### config.mk
export PLATFORM = sky130hd
export DESIGN_NAME = gpc7_3_pipe
export DESIGN_NICKNAME = d
export VERILOG_FILES = /design/src/rtl/gpc_pkg.sv /design/src/rtl/full_adder.sv /design/src/rtl/gpc7_3_core.sv /design/src/rtl/gpc7_3_pipe.sv
export SDC_FILE = /design/constraint.sdc
export NUM_CORES = 1
export LEC_CHECK = 0
export ABC_AREA = 1
export BUFFER_PORTS_ARGS = -buffer_cell sky130_fd_sc_hd__buf_2
export CAP_MARGIN = 40
export CELL_PAD_IN_SITES_DETAIL_PLACEMENT = 1
export CELL_PAD_IN_SITES_GLOBAL_PLACEMENT = 1
export CORE_AREA = 2 2 39 41
export DETAILED_ROUTE_END_ITERATION = 16
export DIE_AREA = 0 0 41 43
export PLACE_DENSITY_LB_ADDON = 0.15
export SLEW_MARGIN = 20
export SYNTH_ARGS = -nofsm -noshare
export SYNTH_HDL_FRONTEND = slang
export SYNTH_HIERARCHICAL = 1
export SYNTH_SLANG_ARGS = --single-unit
### constraint.sdc
create_clock -name clk -period 3.75 [get_ports clk]
set_input_delay 0.1875 -clock clk [delete_from_list [all_inputs] [get_ports clk]]
set_output_delay 0.1875 -clock clk [all_outputs]
set_load 0.005 [all_outputs]
### src/rtl/gpc_pkg.sv
// gpc_pkg: shared widths and a reference popcount for 7:3 counters
package gpc_pkg;
  localparam int GPC_IN_W = 7;
  localparam int GPC_OUT_W = 3;
  localparam int GPC_MID_W = 5;
  function automatic logic [GPC_OUT_W-1:0] popcount7(input logic [GPC_IN_W-1:0] v);
    logic [GPC_OUT_W-1:0] n;
    n = '0;
    for (int i = 0; i < GPC_IN_W; i++) n = n + {2'b0, v[i]};
    return n;
  endfunction
endpackage

### src/rtl/full_adder.sv
// full_adder: one-bit full adder leaf
module full_adder (
  input  logic a,
  input  logic b,
  input  logic c,
  output logic sum,
  output logic carry
);
  assign sum = a ^ b ^ c;
  assign carry = (a & b) | (a & c) | (b & c);
endmodule

### src/rtl/gpc7_3_core.sv
// gpc7_3_core: single-lane 7:3 compressor, split into two adder levels
module gpc7_3_core
  import gpc_pkg::*;
(
  input  logic [GPC_IN_W-1:0]  s,
  output logic [GPC_MID_W-1:0] mid,
  input  logic [GPC_MID_W-1:0] mid_q,
  output logic [GPC_OUT_W-1:0] sum
);
  // mid = {s6, c1, c0, a1, a0}; mid_q is mid either direct or registered
  logic c2;
  full_adder fa1 (.a(s[0]), .b(s[1]), .c(s[2]), .sum(mid[0]), .carry(mid[2]));
  full_adder fa2 (.a(s[3]), .b(s[4]), .c(s[5]), .sum(mid[1]), .carry(mid[3]));
  assign mid[4] = s[6];
  full_adder fa3 (.a(mid_q[0]), .b(mid_q[1]), .c(mid_q[4]), .sum(sum[0]), .carry(c2));
  full_adder fa4 (.a(mid_q[2]), .b(mid_q[3]), .c(c2), .sum(sum[1]), .carry(sum[2]));
endmodule

### src/rtl/gpc7_3_pipe.sv
// gpc7_3_pipe: registered multi-lane 7:3 counter with optional mid-level stage
module gpc7_3_pipe
  import gpc_pkg::*;
#(
  parameter int LANES = 1,
  parameter int PIPE = 0
) (
  input  logic                       clk,
  input  logic                       rst_n,
  input  logic                       in_valid,
  input  logic [GPC_IN_W*LANES-1:0]  src0,
  output logic                       out_valid,
  output logic [GPC_OUT_W*LANES-1:0] dst
);
  logic [GPC_MID_W*LANES-1:0] mid, mid_q;
  logic [GPC_OUT_W*LANES-1:0] sum;
  logic v_s;
  for (genvar k = 0; k < LANES; k++) begin : g_lane
    gpc7_3_core u_core (
      .s(src0[GPC_IN_W*k +: GPC_IN_W]),
      .mid(mid[GPC_MID_W*k +: GPC_MID_W]),
      .mid_q(mid_q[GPC_MID_W*k +: GPC_MID_W]),
      .sum(sum[GPC_OUT_W*k +: GPC_OUT_W])
    );
  end
  if (PIPE != 0) begin : g_pipe
    logic v1;
    logic [GPC_MID_W*LANES-1:0] mid_r;
    always_ff @(posedge clk) begin
      if (!rst_n) begin
        v1 <= 1'b0;
        mid_r <= '0;
      end else begin
        v1 <= in_valid;
        if (in_valid) mid_r <= mid;
      end
    end
    assign mid_q = mid_r;
    assign v_s = v1;
  end else begin : g_nopipe
    assign mid_q = mid;
    assign v_s = in_valid;
  end
  // data only loads on a valid stage, so garbage on idle cycles never lands
  always_ff @(posedge clk) begin
    if (!rst_n) begin
      out_valid <= 1'b0;
      dst <= '0;
    end else begin
      out_valid <= v_s;
      if (v_s) dst <= sum;
    end
  end
endmodule

; Word level (Yosys, flattened, before mapping)
; Index checks and enable logic that the tools add are counted.
[word_totals]
inputBits = 10
reg_bits = 4
output_inout_bits = 4
[op_classes]
bitwise = 28
[op_table]
columns = cell, n
row1 = 1-bit bitwise AND, 12
row2 = 1-bit OR, 8
row3 = 1-bit XOR, 8

; Logic depth before layout (Yosys ltp)
[logic_depth]
depth_word = 8
depth_mapped = 7
depth_no_buf = 7

; Modules after synthesis
; Netlist, hierarchy kept.
[modules_own_cells]
columns = mod, cells_each, area_each_um2, n_inst, seq_area_each_um2
row1 = gpc7_3_pipe, 21, 143.9, 1, 80.1
row2 = full_adder, 1, 20.0, 4, 0.0
row3 = gpc7_3_core, 1, 7.5, 1, 0.0

; Worst setup path after synthesis
; No wires, ideal clock.
[synth_timing]
kind = input to register
from = input port src0[0]
to = register dst[1]
arrival_ns = 1.771
required_time_ns = 3.686
path_stages = 7
setup_slack_ns = 1.916
setup_time_ns = 0.064
path_cell_list = fa_1 fa_1 fa_1 inv_1 nand2_1 nand2_1 nor2_1
[synth_via]
elab_chain_cells = 6
[synth_rtl]
columns = item, line_no
row1 = "start, declared", gpc7_3_pipe.sv:11  ; input logic [GPC_IN_W*LANES-1:0] src0,
row2 = 1-bit XOR (*) (2 in a row), full_adder.sv:9  ; assign sum = a ^ b ^ c;
row3 = 1-bit bitwise AND, full_adder.sv:10  ; assign carry = (a & b) | (a & c) | (b & c);
row4 = 1-bit OR (*) (2 in a row), full_adder.sv:10
row5 = via g_lane[0].u_core.c2, gpc7_3_core.sv:11  ; logic c2;
row6 = 1-bit XOR (*), full_adder.sv:9
row7 = via sum[1], gpc7_3_pipe.sv:16  ; logic [GPC_OUT_W*LANES-1:0] sum;
row8 = "end signal, assigned", gpc7_3_pipe.sv:51  ; if (v_s) dst <= sum;
row9 = "end, declared", gpc7_3_pipe.sv:13  ; output logic [GPC_OUT_W*LANES-1:0] dst
; Mark *: on every way through the listed nets, which the timed path passes. The rest lies on a longest branch.
; A chain may end at the register's enable or synchronous reset.

; Worst setup path in the final report
[layout_timing]
from = input port src0[0]
to = register dst[1]
[layout_via]
elab_chain_cells = 6
[layout_rtl]
columns = item, line_no
row1 = 1-bit XOR (*) (2 in a row), full_adder.sv:9
row2 = via mid[0], gpc7_3_pipe.sv:15  ; logic [GPC_MID_W*LANES-1:0] mid, mid_q;
row3 = 1-bit bitwise AND, full_adder.sv:10
row4 = 1-bit OR (*) (2 in a row), full_adder.sv:10
row5 = via g_lane[0].u_core.c2, gpc7_3_core.sv:11
row6 = 1-bit XOR (*), full_adder.sv:9
row7 = via sum[1], gpc7_3_pipe.sv:16
; Marks and branches as above.

==> flow_summary.json <==
{
  "worstPathRequired_ns": 3.91,
  "stdcell_area_um2": 331.6,
  "fin_crit_ns": 1.752,
  "critical-path-top-delay-family": "adder cells",
  "slew_violations": 0,
  "cts-root-buf": "clkbuf_4",
  "r2r_slack_ns": 3.19,
  "setup_tns_ns": 0,
  "syn_avg_cell_area_um2": 8.903,
  "power-per-cell-area_mw_per_mm2": 403.4,
  "syn_to_final_growth_pct": 43.24,
  "port_buffers": 13,
  "synth_edf_count": 0,
  "overflow": 0,
  "rsz0062_at_grt": "false",
  "clkSinkCount": 4,
  "insertion_delay_ns": 0.23,
  "critPathCaptureType": "flip-flop",
  "fin_nets": 57,
  "grt_pass1_vias": 225,
  "reg2reg_to": "dst[0]$_SDFFE_PN0P_",
  "ioPinCount": 14,
  "rows": 14,
  "start_util": 0.1673,
  "worstHoldStart": "rst_n",
  "core_mm2": 0.001384,
  "worstPathMaxFanout": 1,
  "crit_buf_inv": 2,
  "gp_congestion": 0.5848,
  "clock-skew-final_ns": 0,
  "cp_slowest_stage_delay_ns": 0.49,
  "wire_per_inst_um": 8.053,
  "yosys-top-cells-area": "dfxtp_1 35%, fa_1 35%, nand2_1 11%",
  "postSynthCellCount": 26,
  "fmax_mhz": 570.8,
  "drt_iter0_drc": 0,
  "dp_cells": 54,
  "antenna_left": 0,
  "vias": 202,
  "cp_cell_sequence": "buf_2 -> fa_1 -> fa_1 -> fa_1 -> inv_1 -> nand2_1 -> nand2_1 -> nor2_1",
  "finalSetupViolCount": 0,
  "grt_max_degree": 8,
  "crit_slowest_cell": "fa_1",
  "synth-warning-count": 6,
  "grt_usage": 0.06452,
  "holdPathStages": 3,
  "h-tree-depth": 1,
  "power_leakage_nw": 0.1851,
  "reg2reg_depth": 2,
  "post_synth_num_cell_types": 6,
  "outcome": "completed",
  "criticalPathCategory": "primary input to flip-flop",
  "ctsHoldBuffers": 0,
  "post_cts_buffers": 0,
  "die_area_mm2": 0.001763,
  "clkTransAtPathRegs_ns": 0.04,
  "ys_seq_area_frac": 0.3459,
  "cts_tree": "done",
  "min_path_type": "primary input to flip-flop",
  "clock_path_buffers": 2,
  "holdWs_ns": 0.2061,
  "grt_antenna_before_repair": 0,
  "synthArstFlopShare": 0,
  "drv_cap": 0,
  "grt_pass1_wl_um": 772,
  "chipHeight_um": 43,
  "utilization": 0.2396,
  "viasPerCell": 3.544,
  "yosys.cell_count.top_type": "nand2_1",
  "r2r_start": "dst[0]$_SDFFE_PN0P_",
  "maxSlewHeadroom": 0.9196,
  "synth_top_area_cell": "dfxtp_1",
  "chipWidth_um": 41,
  "ir_worst_vdd_mv": 0.08113,
  "yosys.area.top_type_share": 0.3459,
  "drc": 0,
  "synthTopCellsByCount": "7 x nand2_1, 6 x nor2_1, 4 x dfxtp_1, 4 x fa_1, 4 x inv_1",
  "synth_area_um2": 231.5,
  "wirelength_um": 459,
  "critPathLaunchType": "primary input",
  "worstMarginPinSlew_ns": 0.1206,
  "synth_nets": 40,
  "synth-seq-cells": 4,
  "hold_viol": 0,
  "arrival_ns": 1.92,
  "drtPass1Iterations": 1,
  "synthFlopType": "dfxtp_1",
  "dpl_cell_area_um2": 309.0,
  "final_cell_count_no_fill": 57,
  "cts.repair.resized": 0,
  "cts_buffers": 3,
  "hpwl_um": 422,
  "hold_path_end": "out_valid$_SDFF_PN0_",
  "final_layout_size_suffix_gt1_frac": 0.3902,
  "fin_crit_sh": 0.4672,
  "n_antenna_cell": 0,
  "cpMostUsedCell": "fa_1"
}
==> metrics by stage <==
stage / power [W] / setup WS, ns
after detailed placement: 0.00008527 / 1.747
after CTS: 0.0001380 / 1.985
after global routing: 0.0001444 / 1.883
after global placement: 0.00008413 / 1.771
after floorplan: 0.00007090 / 1.916
final: 0.0001338 / 1.998
==> sequential cells by signal (all words and copies together) (netlist names) <==
name	count
out_valid	1
dst	3
==> tightest hold or removal path, delay by kind of cell <==
family,cells,cell delay (ns)
buf+inv,2,0.15
simple gates,1,0.06
==> report_power, final <==
part / leakage, nW / total (W) / switching, W / internal, W
sequential: 0.0333 / 0.0000489 / 0.00000176 / 0.0000472
clock: 0.0138 / 0.0000506 / 0.0000150 / 0.0000356
combinational: 0.138 / 0.0000342 / 0.0000176 / 0.0000166
total: 0.185 / 0.000134 / 0.0000344 / 0.0000994
==> placed cells by master, fill, tap and decap left out <==
master,n
nand2_1,7
buf_2,13
fa_1,4
inv_1,4
clkbuf_4,3
nor2_1,6
dfxtp_1,4
==> worst max-delay path by stage <==
stage                       start             endpoint  slack, ns  cells past startpoint
after floorplan           src0[0]  dst[1]$_SDFFE_PN0P_       1.92                      7
after global placement    src0[0]  dst[1]$_SDFFE_PN0P_       1.77                      8
after detailed placement  src0[0]  dst[1]$_SDFFE_PN0P_       1.75                      8
after CTS                 src0[0]  dst[1]$_SDFFE_PN0P_       1.99                      8
after global routing      src0[0]  dst[1]$_SDFFE_PN0P_       1.88                      8
final                     src0[0]  dst[1]$_SDFFE_PN0P_       2.00                      8
==> cell type report <==
cell class / count / area [um2]
clock buffers: 3 / 22.52
fillers: 177 / 1052
inverters: 4 / 15.01
multi-input cells: 17 / 128.9
flip-flops and latches: 4 / 80.08
well taps: 16 / 20.02
repair buffers: 13 / 65.06
==> per-layer routing <==
layer  GRT usage  share of wire
met5           0              0
met4     0.06000              0
met3     0.01047           0.11
met1     0.06515           0.37
met2      0.1031           0.51
==> logic make-up (layout without fill, tap and decap cells) <==
family,Yosys count,count (layout),share of synthesized area
buffers and inverters,5,20,0.09729
adder cells (fa/ha/maj),4,4,0.3460
flip-flops,4,4,0.3460
AND/OR/NAND/NOR,13,13,0.2108
(Power assumes the default switching activity.)
